## config.mk

```make
export PLATFORM = sky130hd
export DESIGN_NAME = div_unit
export DESIGN_NICKNAME = d
export VERILOG_FILES = /design/src/rtl/div_unit_pkg.sv /design/src/rtl/div_lzc.sv /design/src/rtl/div_unit.sv
export SDC_FILE = /design/constraint.sdc
export NUM_CORES = 1
export LEC_CHECK = 0
export CORE_AREA = 4 4 163 228
export DETAILED_ROUTE_END_ITERATION = 10
export DIE_AREA = 0 0 167 232
export PLACE_DENSITY = 0.7
export SLEW_MARGIN = 20
export SYNTH_ARGS = -nofsm -noshare
export SYNTH_HDL_FRONTEND = slang
export SYNTH_SLANG_ARGS = --single-unit
```

## constraint.sdc

```tcl
create_clock -name clk -period 7.4 [get_ports clk]
set_input_delay 1.11 -clock clk [delete_from_list [all_inputs] [get_ports clk]]
set_output_delay 1.11 -clock clk [all_outputs]
set_load 0.01 [all_outputs]
```

## src/rtl/div_unit_pkg.sv

```systemverilog
// Shared definitions for the radix-2 divider: FSM encodings, status levels
// and the result width used by the 32-bit integer pipeline.
package div_unit_pkg;

  typedef enum logic [1:0] {
    DIV_IDLE = 2'b00,
    DIV_CALC = 2'b01,
    DIV_DONE = 2'b10
  } div_state_e;

  // Levels presented on busy / done
  localparam logic DIV_FREE         = 1'b0;
  localparam logic DIV_BUSY         = 1'b1;
  localparam logic DIV_RESULT_READY = 1'b1;
  localparam logic DIV_RESULT_NONE  = 1'b0;

  // {remainder, quotient} width for the 32-bit integer datapath
  localparam int DOUBLE_REG_WIDTH = 64;

endpackage

```

## src/rtl/div_lzc.sv

```systemverilog
// Combinational leading-zero counter. An all-zero input returns WIDTH.
module div_lzc #(
  parameter int WIDTH = 32
) (
  input  logic [WIDTH-1:0]         value,
  output logic [$clog2(WIDTH):0]   count
);

  localparam int CNT_W = $clog2(WIDTH) + 1;

  // Scan from the MSB; the first set bit fixes the count
  always_comb begin
    logic found;
    count = CNT_W'(WIDTH);
    found = 1'b0;
    for (int i = WIDTH - 1; i >= 0; i--) begin
      if (!found && value[i]) begin
        count = CNT_W'(WIDTH - 1 - i);
        found = 1'b1;
      end
    end
  end

endmodule

```

## src/rtl/div_unit.sv

```systemverilog
// Multi-cycle radix-2 restoring divider with LoongArch div/mod semantics,
// optional leading-zero early-out, cancel and a registered divide-by-zero flag.
module div_unit
  import div_unit_pkg::*;
#(
  parameter int WIDTH     = 32,
  parameter bit EARLY_OUT = 1'b1
) (
  input  logic               clk,
  input  logic               rst,
  input  logic               start,
  input  logic               cancel,
  input  logic               signed_op,
  input  logic [WIDTH-1:0]   dividend,
  input  logic [WIDTH-1:0]   divisor,
  output logic               busy,
  output logic               done,
  output logic [2*WIDTH-1:0] result,
  output logic               div_by_zero
);

  localparam int CNT_W = $clog2(WIDTH) + 1;

  // Two's-complement negate when neg is set; MIN maps onto itself (wrap)
  function automatic logic [WIDTH-1:0] cond_neg(input logic [WIDTH-1:0] v,
                                                 input logic             neg);
    return neg ? (~v + WIDTH'(1)) : v;
  endfunction

  div_state_e       state;
  logic [WIDTH:0]   rem;
  logic [WIDTH-1:0] quo;
  logic [WIDTH-1:0] dvsr_mag;
  logic [CNT_W-1:0] cnt;
  logic             neg_q;
  logic             neg_r;

  logic signed [WIDTH-1:0] dividend_s;
  logic signed [WIDTH-1:0] divisor_s;
  logic             dvd_neg;
  logic             dvs_neg;
  logic [WIDTH-1:0] dvd_mag;
  logic [WIDTH-1:0] dvs_mag;
  logic [CNT_W-1:0] lz;
  logic [CNT_W-1:0] n_iter;
  logic             can_accept;

  logic [WIDTH+1:0] diff;
  logic             trial_neg;
  logic [WIDTH:0]   rem_nxt;
  logic [WIDTH-1:0] quo_nxt;

  assign dividend_s = dividend;
  assign divisor_s  = divisor;
  assign dvd_neg    = signed_op & (dividend_s < 0);
  assign dvs_neg    = signed_op & (divisor_s < 0);
  assign dvd_mag    = cond_neg(dividend, dvd_neg);
  assign dvs_mag    = cond_neg(divisor, dvs_neg);
  assign can_accept = (state == DIV_IDLE) || (state == DIV_DONE);

  generate
    if (EARLY_OUT) begin : g_lzc
      div_lzc #(.WIDTH(WIDTH)) u_lzc (
        .value (dvd_mag),
        .count (lz)
      );
    end else begin : g_no_lzc
      assign lz = '0;
    end
  endgenerate

  // A zero dividend under early-out gives lz == WIDTH and hence no iterations
  assign n_iter = CNT_W'(WIDTH) - lz;

  // One restoring step: trial-subtract |divisor| from {partial, next bit}
  assign diff      = {rem, quo[WIDTH-1]} - {2'b00, dvsr_mag};
  assign trial_neg = diff[WIDTH+1];
  assign rem_nxt   = trial_neg ? {rem[WIDTH-1:0], quo[WIDTH-1]} : diff[WIDTH:0];
  assign quo_nxt   = {quo[WIDTH-2:0], ~trial_neg};

  assign busy = (state == DIV_CALC) ? DIV_BUSY : DIV_FREE;
  assign done = (state == DIV_DONE) ? DIV_RESULT_READY : DIV_RESULT_NONE;

  // Control FSM with the iterating datapath and registered result/flag
  always_ff @(posedge clk) begin
    if (rst) begin
      state       <= DIV_IDLE;
      rem         <= '0;
      quo         <= '0;
      dvsr_mag    <= '0;
      cnt         <= '0;
      neg_q       <= 1'b0;
      neg_r       <= 1'b0;
      result      <= '0;
      div_by_zero <= 1'b0;
    end else if (cancel) begin
      state <= DIV_IDLE;
    end else begin
      case (state)
        DIV_IDLE, DIV_DONE: begin
          if (start && can_accept) begin
            if (divisor == '0) begin
              result      <= {dividend, {WIDTH{1'b1}}};
              div_by_zero <= 1'b1;
              state       <= DIV_DONE;
            end else if (n_iter == '0) begin
              result      <= '0;
              div_by_zero <= 1'b0;
              state       <= DIV_DONE;
            end else begin
              rem      <= '0;
              quo      <= dvd_mag << lz;
              dvsr_mag <= dvs_mag;
              cnt      <= n_iter;
              neg_q    <= dvd_neg ^ dvs_neg;
              neg_r    <= dvd_neg;
              state    <= DIV_CALC;
            end
          end else begin
            state <= DIV_IDLE;
          end
        end
        DIV_CALC: begin
          rem <= rem_nxt;
          quo <= quo_nxt;
          cnt <= cnt - CNT_W'(1);
          if (cnt == CNT_W'(1)) begin
            result      <= {cond_neg(rem_nxt[WIDTH-1:0], neg_r),
                            cond_neg(quo_nxt, neg_q)};
            div_by_zero <= 1'b0;
            state       <= DIV_DONE;
          end
        end
        default: state <= DIV_IDLE;
      endcase
    end
  end

endmodule
```

==> run_results.csv <==
group,metric,value,unit
die,core_area,35000,sq um
clock_network,cts_post_setup_buffers_inserted,0,
grt,antenna_found_initial,0,
yosys,ys_warn_count,0,
clock_network,ctsHoldBuffers,0,
hold_path,holdCritPathClass,"reg -> reg",
placed_design,globalplace.congestion,1.03,
drt,post_drt_via_cell_ratio,6.62,
drt,post_drt_wl_per_cell,22.6,um
grt,vias_in_the_first_global_route,16705,
sta,fin_hold_ws,450,ps
yosys,synth.yosys.seq_area_share,0.220,
clock_network,cts-resized-gates,0,
critical_path,crit-reg2reg-launch,"rem[9]",
layout,count_of_antenna_diodes_in_the_layout,0,
yosys,yosys.area.top_type,"sky130_fd_sc_hd__dfxtp_1",
critical_path,worstPathArrival,7120,ps
layout,post_route_cells_drive_above_1_share,0.0911,
placed_design,place_area,17500,sq um
critical_path,crit_path_start_kind,"input port",
grt,globalRouteOverflowTotal,0,
yosys,yosys-top-cells-count,"192 x sky130_fd_sc_hd__a21oi_1, 186 x sky130_fd_sc_hd__nor2_1, 172 x sky130_fd_sc_hd__dfxtp_1",
die,rows,81,
drt,final_antenna_net_count,0,
drt,first_pass_iters,7,
die,initial_utilization,0.448,
pwr,netSwitchingFraction,0.371,
clock_network,cts.sinks,172,
drt,drc,0,
pwr,pwr_density_cell,163,nW/um^2
die,boundaryPins,136,
pwr,power.static_leakage,0.00644,uW
yosys,synthMostInstantiatedCell,"sky130_fd_sc_hd__a21oi_1",
clock_network,tritoncts,"built",
run_status,status,"finished clean",
sta,final.setup_skew,10.0,ps
critical_path,end_kind,"flip-flop",
drt,drt_first_iter_violations,1765,
drt,drt_wl_total,59800,um
die,die_height,232,um
grt,grt_first_pass_wirelength,92700,um
die,dieArea,38700,sq um
pwr,switching_power,1090,uW
yosys,synth_edf_count,0,
placed_design,post-dp-hpwl,45600,um
yosys,synth_cell_types,93,
layout,final_nets,2293,
critical_path,cp_data_required_time,7760,ps
grt,grt_start_max_net_pins,90,
critical_path,critPathMaxFanout,25,
pwr,clock_network_fraction_of_design_power,0.308,
placed_design,port_buffers,135,
layout,final_util,0.517,
sta,final_period_minus_worst_setup_slack,6760,ps
yosys,synth-main-ff-cell,"sky130_fd_sc_hd__dfxtp_1",
sta,number_of_hold_violations_in_the_final_report,0,
layout,flow.area_growth_from_synthesis,15.5,%
flow_run,cap_viol_max_count,0,
clock_network,htree_num_levels,4,
die,die_w,167,um
hold_path,min_delay_path_depth,2,
yosys,ys_seq_elements,172,
critical_path,criticalPathCategory,"in -> reg",
pwr,power.ir.vdd_worst,0.0000988,V
yosys,netlist.area_leader.share,0.220,
yosys,synth_async_sr_flop_share,0,
yosys,syn_nets,2231,
layout,final_design_area_no_fill,18100,sq um
clock_network,reg_clk_slew_reported_paths,70,ps
yosys,syn_area_per_cell,7.39,sq um
yosys,synthTopCellsByArea,"sky130_fd_sc_hd__dfxtp_1 22%, sky130_fd_sc_hd__a21oi_1 6.1%, sky130_fd_sc_hd__nor2_1 4.5%, sky130_fd_sc_hd__xor2_1 4.0%, sky130_fd_sc_hd__xnor2_1 3.9%",
clock_network,worstSkewPairLatency,460,ps
critical_path,regToRegSetupSlack,1300,ps
pwr,p_int,1860,uW
hold_path,hp-start,"dvsr_mag[22]",
sta,timing_max_transition_violations_final,0,
yosys,synthesis.instances,2121,
grt,groute.usage.overall,0.296,
sta,max_slew_margin_vs_limit,0.308,
critical_path,r2r_cells,23,
drt,detailroute.via_count,17540,
clock_network,clk_path_buf_depth,2,
pwr,seq_power_share,0.344,
clock_network,root_buffer_cell,"sky130_fd_sc_hd__clkbuf_16",
sta,setup_viol,0,
yosys,mappedNetlistArea,15700,sq um
hold_path,timing.hold.worst_endpoint,"dvsr_mag[22]",
clock_network,cts-buffers-inserted,17,
sta,setup_total_neg_slack,0,ps
sta,unrepaired_setup_endpoints_after_global_routing,"false",
sta,timing.final.crit_share,0.913,
pwr,p_comb_frac,0.348,
sta,achievable-frequency,0.148,GHz
critical_path,regToRegEndpoint,"result[58]",
sta,worstMarginPinSlew,1030,ps
metal layers:
layer | wire length, um | up-vias | GRT usage
met1 | 22100 | 8218 | 0.334
met3 | 3930 | 260 | 0.0373
li1 | - | 8170 | -
met2 | 29500 | 892 | 0.524
met5 | 0 | - | 0
met4 | 4230 | 0 | 0.191
final cells by class:
type                            count  area, sq um
Clock buffer                       21          460
Sequential cell                   172         3440
Timing Repair Buffer              216         1980
Fill cell                        3475        16900
Tap cell                          456          571
Inverter                           73          277
Clock inverter                     10          118
Multi-Input combinational cell   1703        11200
worst max-delay path by stage:
stage / start / endpoint / slack (ps) / depth (start not counted)
floorplan: dividend[0] / dvsr_mag[21] / 1050 / 24
global placement: dividend[18] / result[33] / 480 / 20
detailed placement: dividend[1] / result[0] / 350 / 20
CTS: dividend[1] / result[0] / 810 / 20
global route: dividend[1] / result[0] / 250 / 23
finish: dividend[1] / result[36] / 640 / 22
registers in the layout, indices dropped and copies added (netlist names):
register / count
result: 64
rem: 33
dvsr_mag: 32
quo: 32
cnt: 6
state: 2
div_by_zero: 1
neg_q: 1
neg_r: 1
worst max-delay path, stage by stage:
cell and delay (ps):
sky130_fd_sc_hd__clkdlybuf4s50_1 570, sky130_fd_sc_hd__inv_1 120, sky130_fd_sc_hd__ha_1 270, sky130_fd_sc_hd__or4b_2 680
sky130_fd_sc_hd__nor4_1 330, sky130_fd_sc_hd__buf_4 250, sky130_fd_sc_hd__a21oi_1 90, sky130_fd_sc_hd__xnor2_1 590
sky130_fd_sc_hd__nand2b_1 190, sky130_fd_sc_hd__a21bo_2 130, sky130_fd_sc_hd__a31oi_1 70, sky130_fd_sc_hd__a211oi_1 440
sky130_fd_sc_hd__nand2_1 140, sky130_fd_sc_hd__clkinv_1 90, sky130_fd_sc_hd__buf_4 280, sky130_fd_sc_hd__ha_1 210
sky130_fd_sc_hd__nand2_1 60, sky130_fd_sc_hd__a21oi_2 320, sky130_fd_sc_hd__a211o_2 520, sky130_fd_sc_hd__buf_4 290
sky130_fd_sc_hd__a21oi_1 100, sky130_fd_sc_hd__a211oi_1 250
layout by cell type (no fill, tap or decap), types with 9 or more instances in the layout:
cell	instances
sky130_fd_sc_hd__a21oi_1	191
sky130_fd_sc_hd__nor2_1	183
sky130_fd_sc_hd__dfxtp_1	172
sky130_fd_sc_hd__nand2_1	150
sky130_fd_sc_hd__clkdlybuf4s50_1	134
sky130_fd_sc_hd__o21ai_0	97
sky130_fd_sc_hd__nand3_1	83
sky130_fd_sc_hd__nor3_1	81
sky130_fd_sc_hd__buf_4	80
sky130_fd_sc_hd__a211oi_1	79
sky130_fd_sc_hd__xor2_1	71
sky130_fd_sc_hd__a31oi_1	70
sky130_fd_sc_hd__xnor2_1	69
sky130_fd_sc_hd__inv_1	67
sky130_fd_sc_hd__mux2i_1	51
sky130_fd_sc_hd__ha_1	40
sky130_fd_sc_hd__nor4_1	35
sky130_fd_sc_hd__o31ai_1	32
sky130_fd_sc_hd__o211ai_1	30
sky130_fd_sc_hd__a21o_1	28
sky130_fd_sc_hd__a211oi_2	28
sky130_fd_sc_hd__a311oi_1	27
sky130_fd_sc_hd__or3_1	24
sky130_fd_sc_hd__a22oi_1	24
sky130_fd_sc_hd__or4_1	21
sky130_fd_sc_hd__clkbuf_16	17
sky130_fd_sc_hd__nand4_1	16
sky130_fd_sc_hd__and3_1	16
sky130_fd_sc_hd__or2_2	15
sky130_fd_sc_hd__o2111ai_1	14
sky130_fd_sc_hd__and2_1	13
sky130_fd_sc_hd__o41ai_1	12
sky130_fd_sc_hd__a211o_1	11
sky130_fd_sc_hd__a221oi_1	11
sky130_fd_sc_hd__nand2b_1	10
sky130_fd_sc_hd__o21a_1	10
sky130_fd_sc_hd__mux2_2	9
through the flow:
step	cells	worst slack (ps)	total power, uW
finish	2651	641	2950
global placement	2620	481	2030
floorplan	2121	1050	1700
detailed placement	2620	350	2040
CTS	2651	811	2940
global route	2651	247	3080
power groups by stage:
stage,Combinational (uW),Clock (uW),Sequential (uW)
after floorplan,678,0,1020
after global placement,993,0,1030
after detailed placement,1000,0,1030
after CTS,1010,921,1010
after global routing,1100,954,1020
final,1030,908,1020
cell families (layout without fill, tap and decap cells):
kind of cell,Yosys count,count (layout),share of synthesized area
AO/OA/AOI/OAI,768,768,0.344
AND/OR/NAND/NOR,693,693,0.218
adder cells (fa/ha/maj),41,41,0.0332
XOR/XNOR,141,141,0.0793
buffers and inverters,246,320,0.0664
multiplexers,60,60,0.0391
flip-flops,172,172,0.220
Note: power is estimated with default switching activity, not from simulation.
